### src/rtl/uart_rx_fifo_param_if.sv
// Host-side read bus of uart_rx_fifo_param: FIFO head, occupancy, pop and overrun control.
interface uart_rx_fifo_param_if #(
    parameter int DATA_WIDTH      = 8,
    parameter int FIFO_ADDR_WIDTH = 4
);
    logic                       read_en;
    logic                       ovr_clr_i;
    logic [DATA_WIDTH-1:0]      dout_o;
    logic                       parity_err_o;
    logic                       frame_err_o;
    logic                       fifo_full;
    logic                       fifo_empty;
    logic [FIFO_ADDR_WIDTH:0]   fifo_count_o;
    logic                       overrun_o;

    modport master (
        output read_en,
        output ovr_clr_i,
        input  dout_o,
        input  parity_err_o,
        input  frame_err_o,
        input  fifo_full,
        input  fifo_empty,
        input  fifo_count_o,
        input  overrun_o
    );

    modport slave (
        input  read_en,
        input  ovr_clr_i,
        output dout_o,
        output parity_err_o,
        output frame_err_o,
        output fifo_full,
        output fifo_empty,
        output fifo_count_o,
        output overrun_o
    );
endinterface

### src/rtl/uart_rx_fifo_param.sv
// Oversampling UART receiver with runtime character format and a first-word-fall-through receive FIFO.
// Defining UART_RX_BREAK_DETECT_EN adds break detection and the break_o output.
module uart_rx_fifo_param #(
    parameter int DATA_WIDTH      = 8,
    parameter int FIFO_DEPTH      = 16,
    parameter int FIFO_ADDR_WIDTH = 4,
    parameter int OVERSAMPLE      = 16,
    parameter int DIV_WIDTH       = 16
) (
    input  logic                 clk,
    input  logic                 rst,
`ifdef UART_RX_BREAK_DETECT_EN
    output logic                 break_o,
`endif
    input  logic                 rx_i,
    input  logic [DIV_WIDTH-1:0] baud_div_i,
    input  logic [3:0]           data_bits_i,
    input  logic                 parity_en_i,
    input  logic                 parity_odd_i,
    uart_rx_fifo_param_if.slave  bus
);

    localparam int SCNT_W  = $clog2(OVERSAMPLE);
    localparam int CNT_W   = FIFO_ADDR_WIDTH + 1;
    localparam int ENTRY_W = DATA_WIDTH + 2;

    localparam logic [SCNT_W-1:0] HALF_LAST = SCNT_W'(OVERSAMPLE / 2 - 1);
    localparam logic [SCNT_W-1:0] BIT_LAST  = SCNT_W'(OVERSAMPLE - 1);
    localparam logic [3:0]        MAX_BITS  = 4'(DATA_WIDTH);
    localparam logic [CNT_W-1:0]  DEPTH_CNT = CNT_W'(FIFO_DEPTH);

    typedef enum logic [2:0] {
        ST_IDLE,
        ST_START,
        ST_DATA,
        ST_PARITY,
        ST_STOP
    } rxState_t;

    rxState_t r_state;
    rxState_t w_stateNext;

    logic                  r_rxMeta;
    logic                  r_rxSync;
    logic                  r_armed;

    logic [DIV_WIDTH-1:0]  r_tickCnt;
    logic [DIV_WIDTH-1:0]  r_divReload;
    logic [DIV_WIDTH-1:0]  w_divReloadIn;
    logic                  w_tick;

    logic [SCNT_W-1:0]     r_sampleCnt;
    logic [SCNT_W-1:0]     w_cntLast;
    logic                  w_cntWrap;

    logic [3:0]            r_bitCnt;
    logic [3:0]            r_dataBits;
    logic [3:0]            w_dataBitsIn;
    logic                  r_parEn;
    logic                  r_parOdd;
    logic                  r_parityBit;
    logic [DATA_WIDTH-1:0] r_shift;
    logic [DATA_WIDTH-1:0] w_shiftNext;

    logic                  w_startDet;
    logic                  w_stopSample;
    logic                  w_push;
    logic                  w_parErr;

    logic [ENTRY_W-1:0]         r_mem [FIFO_DEPTH];
    logic [FIFO_ADDR_WIDTH-1:0] r_wrPtr;
    logic [FIFO_ADDR_WIDTH-1:0] r_rdPtr;
    logic [CNT_W-1:0]           r_count;
    logic                       r_overrun;
    logic                       w_full;
    logic                       w_empty;
    logic                       w_pop;
    logic                       w_wr;
    logic                       w_drop;
    logic [ENTRY_W-1:0]         w_head;

    // rx_i is asynchronous; both flops reset to the idle-high level.
    always_ff @(posedge clk or posedge rst) begin
        if (rst) begin
            r_rxMeta <= 1'b1;
            r_rxSync <= 1'b1;
        end else begin
            r_rxMeta <= rx_i;
            r_rxSync <= r_rxMeta;
        end
    end

    assign w_divReloadIn = (baud_div_i == '0) ? '0 : baud_div_i - DIV_WIDTH'(1);
    assign w_dataBitsIn  = (data_bits_i < 4'd5 || data_bits_i > MAX_BITS) ? MAX_BITS : data_bits_i;

    assign w_tick    = (r_state != ST_IDLE) && (r_tickCnt == '0);
    assign w_cntLast = (r_state == ST_START) ? HALF_LAST : BIT_LAST;
    assign w_cntWrap = w_tick && (r_sampleCnt == w_cntLast);

    always_ff @(posedge clk or posedge rst) begin
        if (rst) begin
            r_state <= ST_IDLE;
        end else begin
            r_state <= w_stateNext;
        end
    end

    always_comb begin
        w_stateNext  = r_state;
        w_startDet   = 1'b0;
        w_stopSample = 1'b0;
        case (r_state)
            ST_IDLE: begin
                if (r_armed && !r_rxSync) begin
                    w_stateNext = ST_START;
                    w_startDet  = 1'b1;
                end
            end
            ST_START: begin
                if (w_cntWrap) begin
                    w_stateNext = r_rxSync ? ST_IDLE : ST_DATA;
                end
            end
            ST_DATA: begin
                if (w_cntWrap && (r_bitCnt == r_dataBits - 4'd1)) begin
                    w_stateNext = r_parEn ? ST_PARITY : ST_STOP;
                end
            end
            ST_PARITY: begin
                if (w_cntWrap) begin
                    w_stateNext = ST_STOP;
                end
            end
            ST_STOP: begin
                if (w_cntWrap) begin
                    w_stateNext  = ST_IDLE;
                    w_stopSample = 1'b1;
                end
            end
            default: w_stateNext = ST_IDLE;
        endcase
    end

    always_comb begin
        w_shiftNext = r_shift;
        for (int i = 0; i < DATA_WIDTH; i++) begin
            if (r_bitCnt == 4'(i)) begin
                w_shiftNext[i] = r_rxSync;
            end
        end
    end

    // Format and divisor are frozen at start-bit detection; a low stop bit leaves the receiver unarmed.
    always_ff @(posedge clk or posedge rst) begin
        if (rst) begin
            r_armed     <= 1'b0;
            r_tickCnt   <= '0;
            r_divReload <= '0;
            r_sampleCnt <= '0;
            r_bitCnt    <= '0;
            r_dataBits  <= MAX_BITS;
            r_parEn     <= 1'b0;
            r_parOdd    <= 1'b0;
            r_parityBit <= 1'b0;
            r_shift     <= '0;
        end else if (w_startDet) begin
            r_armed     <= 1'b0;
            r_tickCnt   <= w_divReloadIn;
            r_divReload <= w_divReloadIn;
            r_sampleCnt <= '0;
            r_bitCnt    <= '0;
            r_dataBits  <= w_dataBitsIn;
            r_parEn     <= parity_en_i;
            r_parOdd    <= parity_odd_i;
            r_parityBit <= 1'b0;
            r_shift     <= '0;
        end else begin
            if (w_stopSample) begin
                r_armed <= r_rxSync;
            end else if (r_state == ST_IDLE && r_rxSync) begin
                r_armed <= 1'b1;
            end

            if (r_state != ST_IDLE) begin
                r_tickCnt <= (r_tickCnt == '0) ? r_divReload : r_tickCnt - DIV_WIDTH'(1);
            end

            if (w_cntWrap) begin
                r_sampleCnt <= '0;
            end else if (w_tick) begin
                r_sampleCnt <= r_sampleCnt + SCNT_W'(1);
            end

            if (w_cntWrap && r_state == ST_DATA) begin
                r_shift  <= w_shiftNext;
                r_bitCnt <= r_bitCnt + 4'd1;
            end

            if (w_cntWrap && r_state == ST_PARITY) begin
                r_parityBit <= r_rxSync;
            end
        end
    end

    assign w_parErr = r_parEn & ((^r_shift) ^ r_parityBit ^ r_parOdd);

`ifdef UART_RX_BREAK_DETECT_EN
    logic w_isBreak;

    assign w_isBreak = w_stopSample && !r_rxSync && (r_shift == '0) && !r_parityBit;
    assign break_o   = w_isBreak;
    assign w_push    = w_stopSample && !w_isBreak;
`else
    assign w_push    = w_stopSample;
`endif

    assign w_full  = (r_count == DEPTH_CNT);
    assign w_empty = (r_count == '0);
    assign w_pop   = bus.read_en && !w_empty;
    assign w_wr    = w_push && (!w_full || w_pop);
    assign w_drop  = w_push && w_full && !w_pop;

    // Entry layout is {parity_err, frame_err, data}; storage needs no reset.
    always_ff @(posedge clk) begin
        if (w_wr) begin
            r_mem[r_wrPtr] <= {w_parErr, !r_rxSync, r_shift};
        end
    end

    always_ff @(posedge clk or posedge rst) begin
        if (rst) begin
            r_wrPtr   <= '0;
            r_rdPtr   <= '0;
            r_count   <= '0;
            r_overrun <= 1'b0;
        end else begin
            if (w_wr) begin
                r_wrPtr <= r_wrPtr + FIFO_ADDR_WIDTH'(1);
            end
            if (w_pop) begin
                r_rdPtr <= r_rdPtr + FIFO_ADDR_WIDTH'(1);
            end
            if (w_wr && !w_pop) begin
                r_count <= r_count + CNT_W'(1);
            end else if (w_pop && !w_wr) begin
                r_count <= r_count - CNT_W'(1);
            end
            if (w_drop) begin
                r_overrun <= 1'b1;
            end else if (bus.ovr_clr_i) begin
                r_overrun <= 1'b0;
            end
        end
    end

    assign w_head = r_mem[r_rdPtr];

    assign bus.dout_o       = w_empty ? '0 : w_head[DATA_WIDTH-1:0];
    assign bus.frame_err_o  = !w_empty && w_head[DATA_WIDTH];
    assign bus.parity_err_o = !w_empty && w_head[DATA_WIDTH+1];
    assign bus.fifo_full    = w_full;
    assign bus.fifo_empty   = w_empty;
    assign bus.fifo_count_o = r_count;
    assign bus.overrun_o    = r_overrun;

endmodule

### src/flat_wrapper.sv
// flat-port wrapper written by rule: the top's interface ports become plain ports
module uart_rx_fifo_param_flat 
#(
    parameter int DATA_WIDTH      = 8,
    parameter int FIFO_DEPTH      = 16,
    parameter int FIFO_ADDR_WIDTH = 4,
    parameter int OVERSAMPLE      = 16,
    parameter int DIV_WIDTH       = 16
)
  (clk, rst, rx_i, baud_div_i, data_bits_i, parity_en_i, parity_odd_i, bus_read_en, bus_ovr_clr_i, bus_dout_o, bus_parity_err_o, bus_frame_err_o, bus_fifo_full, bus_fifo_empty, bus_fifo_count_o, bus_overrun_o);
  uart_rx_fifo_param_if #(.DATA_WIDTH(DATA_WIDTH), .FIFO_ADDR_WIDTH(FIFO_ADDR_WIDTH)) bus_i ();
  input  logic clk;
  input  logic rst;
  input  logic rx_i;
  input  logic [DIV_WIDTH-1:0] baud_div_i;
  input  logic [3:0] data_bits_i;
  input  logic parity_en_i;
  input  logic parity_odd_i;
  input wire logic [$bits(bus_i.read_en)-1:0] bus_read_en;
  input wire logic [$bits(bus_i.ovr_clr_i)-1:0] bus_ovr_clr_i;
  output wire logic [$bits(bus_i.dout_o)-1:0] bus_dout_o;
  output wire logic [$bits(bus_i.parity_err_o)-1:0] bus_parity_err_o;
  output wire logic [$bits(bus_i.frame_err_o)-1:0] bus_frame_err_o;
  output wire logic [$bits(bus_i.fifo_full)-1:0] bus_fifo_full;
  output wire logic [$bits(bus_i.fifo_empty)-1:0] bus_fifo_empty;
  output wire logic [$bits(bus_i.fifo_count_o)-1:0] bus_fifo_count_o;
  output wire logic [$bits(bus_i.overrun_o)-1:0] bus_overrun_o;
  assign bus_i.read_en = bus_read_en;
  assign bus_i.ovr_clr_i = bus_ovr_clr_i;
  assign bus_dout_o = bus_i.dout_o;
  assign bus_parity_err_o = bus_i.parity_err_o;
  assign bus_frame_err_o = bus_i.frame_err_o;
  assign bus_fifo_full = bus_i.fifo_full;
  assign bus_fifo_empty = bus_i.fifo_empty;
  assign bus_fifo_count_o = bus_i.fifo_count_o;
  assign bus_overrun_o = bus_i.overrun_o;
  uart_rx_fifo_param #(.DATA_WIDTH(DATA_WIDTH), .FIFO_DEPTH(FIFO_DEPTH), .FIFO_ADDR_WIDTH(FIFO_ADDR_WIDTH), .OVERSAMPLE(OVERSAMPLE), .DIV_WIDTH(DIV_WIDTH)) u_core (.clk(clk), .rst(rst), .rx_i(rx_i), .baud_div_i(baud_div_i), .data_bits_i(data_bits_i), .parity_en_i(parity_en_i), .parity_odd_i(parity_odd_i), .bus(bus_i));
endmodule
### config.mk
export PLATFORM = sky130hd
export DESIGN_NAME = uart_rx_fifo_param_flat
export DESIGN_NICKNAME = d
export VERILOG_FILES = /design/src/rtl/uart_rx_fifo_param_if.sv /design/src/rtl/uart_rx_fifo_param.sv /design/src/flat_wrapper.sv
export SDC_FILE = /design/constraint.sdc
export NUM_CORES = 1
export LEC_CHECK = 0
export BUFFER_PORTS_ARGS = -buffer_cell sky130_fd_sc_hd__buf_2
export CAP_MARGIN = 0
export CELL_PAD_IN_SITES_DETAIL_PLACEMENT = 2
export CELL_PAD_IN_SITES_GLOBAL_PLACEMENT = 2
export CORE_MARGIN = 4
export CORE_UTILIZATION = 45
export DETAILED_ROUTE_END_ITERATION = 6
export PLACE_DENSITY = 0.86
export SYNTH_ARGS = -nofsm -noshare
export SYNTH_HDL_FRONTEND = slang
export SYNTH_SLANG_ARGS = --single-unit
### constraint.sdc
create_clock -name clk -period 3.8 [get_ports clk]
set_clock_uncertainty 0.05 [all_clocks]
set_input_delay 0.57 -clock clk [delete_from_list [all_inputs] [get_ports clk]]
set_output_delay 0.57 -clock clk [all_outputs]
set_load 0.005 [all_outputs]
==> out/summary.txt <==
Die Ht: 160.8 um
Final #Nets: 832
clock root buffer: clkbuf_16
Fmax: 285.9 MHz
IO Count: 45
fin crit share: 0.9204
Design Power: 7.412 mW
# rows: 55
maxcap violations: 0
reg-to-reg startpoint: u_core.r_tickCnt[4]$_DFFE_PP0P_
hold-fix buffers at CTS: 0
CP Max Fanout: 8
Post-synth EDFFs: 160
vias in the first global route: 7562
Synth top area share: 0.4574
Yosys reg bits: 235
fill cell count: 2100
R2R cell count: 11
Synth area leaders: edfxtp_1 46%, dfrtp_1 17%, mux4_2 11%
Crit path arrival time: 3.85 ns
placeable core area: 22780 um^2
global-route congestion overflow total: 0
TritonCTS buffer count: 26
Period minus WS final: 3.498 ns
CP Launch Type: register
largest area contributor in the netlist: edfxtp_1
1st-iter DRT viols: 535
synth unique cells: 59
Pleak: 4.792 nW
Worst Hold Depth: 1
worst setup margin: 0.3025 ns
Via Count: 6594
Slew Limit Fails: 0
first-pass iteration count of the detailed router: 5
Min-Delay Path Class: in2reg
synthesized instance count: 720
WP data required: 4.16 ns
largest net degree at the start of global routing: 46
Final Non-Filler Cells: 1117
global-route wire length before repair: 46.60 mm
TritonCTS clock tree: yes
Final HPWL DP: 20.15 mm
H-tree Lvls: 1
r2r endpoint: u_core.bus.fifo_count_o[4]$_DFFE_PP0P_
VDD IR max: 0.2963 mV
DRC Markers: 0
post-route ant nets: 0
RSZ-0062 raised after global routing: false
antenna violations before repair: 0
Skew-Pair Late Insertion Delay: 0.53 ns
PortBufs: 44
Starting Density: 0.4612
Mean Syn Cell Area: 14.59 um^2
post-CTS sizing: 0
DRT Wirelength: 29.42 mm
critical path class: reg2reg
register area share after synthesis: 0.6364
final hold violations: 0
Post-CTS Setup Inserts: 0
routed vias/inst: 5.903
DIE WIDTH: 160.8 um
Clock transition at path regs: 0.07 ns
ys async rst share: 0.3191
Sink Count: 235
die area: 25850 um^2
cell area after synthesis: 10510 um^2
Clock Path Buffers: 3
DP Cell Count: 1071
critical hold path startpoint: rx_i
Layout area overhead: 14.07%
YS warnings: 0
syn nets: 766
final setup vio count: 0
Post-Route Setup TNS: 0 ns
Worst Tran Pin Value: 0.8790 ns
Power Dens Cells: 618.5 nW/um^2
Hold EP: u_core.r_rxMeta$_DFF_PP1_
CP Capture Type: register
fraction of final layout cells sized beyond drive strength 1: 0.2276
Relative slew margins: 0.4140
status: complete, no violations
drt wl/cell: 26.34 um
Synth Flop Type: edfxtp_1
R2R setup slack: 0.30 ns
GPL Wtd Cong: 0.7911
Ant. Diodes: 0
Overall Global Routing Usage: 0.2316
pre-CTS WS: 0.4029 ns
-- synth_stat cells, drive strengths merged (2+ instances only) --
cell type	instances
nand2b	4
nand2	70
or2	2
nor3	18
a21oi	16
or3	3
or3b	2
and2	3
o221ai	5
nor4	11
nor2b	18
clkbuf	22
o41ai	2
mux2i	14
nand4b	3
nor3b	5
or4	7
a221o	4
a21o	10
o21ai	32
a31oi	2
nand3	14
inv	16
o31ai	4
o211ai	5
nand4	4
mux2	3
edfxtp	160
dfrtp	72
xor2	11
a211o	5
buf	15
ha	18
mux4	50
dfstp	3
xnor2	32
o21a	2
nor2	42
o22ai	2
-- worst max-delay path by stage --
| stage | from | to | cells after the start |
|---|---|---|---|
| 6_report | u_core.r_tickCnt[4]$_DFFE_PP0P_ | u_core.bus.fifo_count_o[4]$_DFFE_PP0P_ | 11 |
| 5_1_grt | u_core.r_state[0]$_DFFE_PP0P_ | u_core.bus.fifo_count_o[4]$_DFFE_PP0P_ | 11 |
| 4_1_cts | u_core.r_state[2]$_DFFE_PP0P_ | u_core.bus.fifo_count_o[4]$_DFFE_PP0P_ | 11 |
| 3_5_place_dp | u_core.r_state[2]$_DFFE_PP0P_ | u_core.bus.fifo_count_o[4]$_DFFE_PP0P_ | 11 |
| 3_3_place_gp | u_core.r_tickCnt[4]$_DFFE_PP0P_ | u_core.bus.fifo_count_o[4]$_DFFE_PP0P_ | 11 |
| 2_1_floorplan | u_core.r_tickCnt[4]$_DFFE_PP0P_ | u_core.bus.fifo_count_o[4]$_DFFE_PP0P_ | 14 |
-- final cells by class --
type                            instances  area (um^2)  area share
Multi-Input combinational cell        431         3591      0.2997
Clock buffer                           33        698.2     0.05826
Timing Repair Buffer                   75        452.9     0.03780
Sequential cell                       235         6686      0.5580
Tap cell                              313        391.6     0.03268
Clock inverter                         13        97.59    0.008145
Inverter                               17        65.06    0.005430
-- cells in the final DEF, fill, tap and decap left out, types with 7 or more instances in the layout --
master     count
xor2_1        11
a21o_1        10
o21ai_0       29
nand3_1       14
or4_1          7
nor2_1        41
nor4_1         9
nor2b_1       18
edfxtp_1     160
buf_4         31
nand2_1       69
clkbuf_16     27
nor3_1        15
mux4_2        50
mux2i_1       14
buf_2         44
xnor2_1       32
inv_1         15
ha_1          18
dfrtp_1       71
a21oi_1       15
-- stage by stage --
step                hold WS (ns)  area [um^2]    util
floorplan                 0.2952        10510       -
global placement          0.2975        11190  0.4911
detailed placement        0.2978        11190  0.4911
CTS                      0.07925        11980  0.5261
global route             0.07124        11980  0.5261
finish                    0.1026        11980  0.5261
-- metal layers --
layer / part of all wire / GRT usage
met1: 0.40 / 0.2868
met2: 0.53 / 0.4277
met3: 0.041 / 0.02771
met5: 0 / 0
met4: 0.028 / 0.06630
-- critical path, cell delays in order, from the launching register on --
cell,delay (ns)
dfrtp_1,0.45
or4_1,0.70
and4b_1,0.34
and4_1,0.25
ha_1,0.22
inv_1,0.11
fa_1,0.43
a21o_1,0.19
a21oi_1,0.23
xnor2_1,0.18
nor2_1,0.09
xor2_1,0.15
-- power by group --
| group | internal [mW] | switching, mW | total (mW) | leakage [nW] |
|---|---|---|---|---|
| registers | 3.00 | 0.335 | 3.33 | 2.73 |
| logic | 0.783 | 0.935 | 1.72 | 1.68 |
| clock network | 1.36 | 1.00 | 2.36 | 0.383 |
| total | 5.14 | 2.27 | 7.41 | 4.79 |
-- state kept, by name, indices dropped and copies added, names as in the netlist --
register	flops
u_core.bus.fifo_count_o	5
u_core.bus.overrun_o	1
u_core.r_armed	1
u_core.r_bitCnt	4
u_core.r_dataBits	4
u_core.r_divReload	16
u_core.r_mem	160
u_core.r_parEn	1
u_core.r_parOdd	1
u_core.r_parityBit	1
u_core.r_rdPtr	4
u_core.r_rxMeta	1
u_core.r_rxSync	1
u_core.r_sampleCnt	4
u_core.r_shift	8
u_core.r_state	3
u_core.r_tickCnt	16
u_core.r_wrPtr	4
-- cell families (layout without fill, tap and decap cells) --
logic type,after synthesis,in the layout,share of synthesized area
and+or+nand+nor,212,212,0.1028
adders and majority gates,19,19,0.02334
DFF,235,235,0.6364
buffers and inverters,54,138,0.02180
muxes,67,67,0.1241
AOI/OAI and AO/OA,90,90,0.05574
xor gates and xnor gates,43,43,0.03585
No activity file was read; power rests on OpenSTA's default activity.
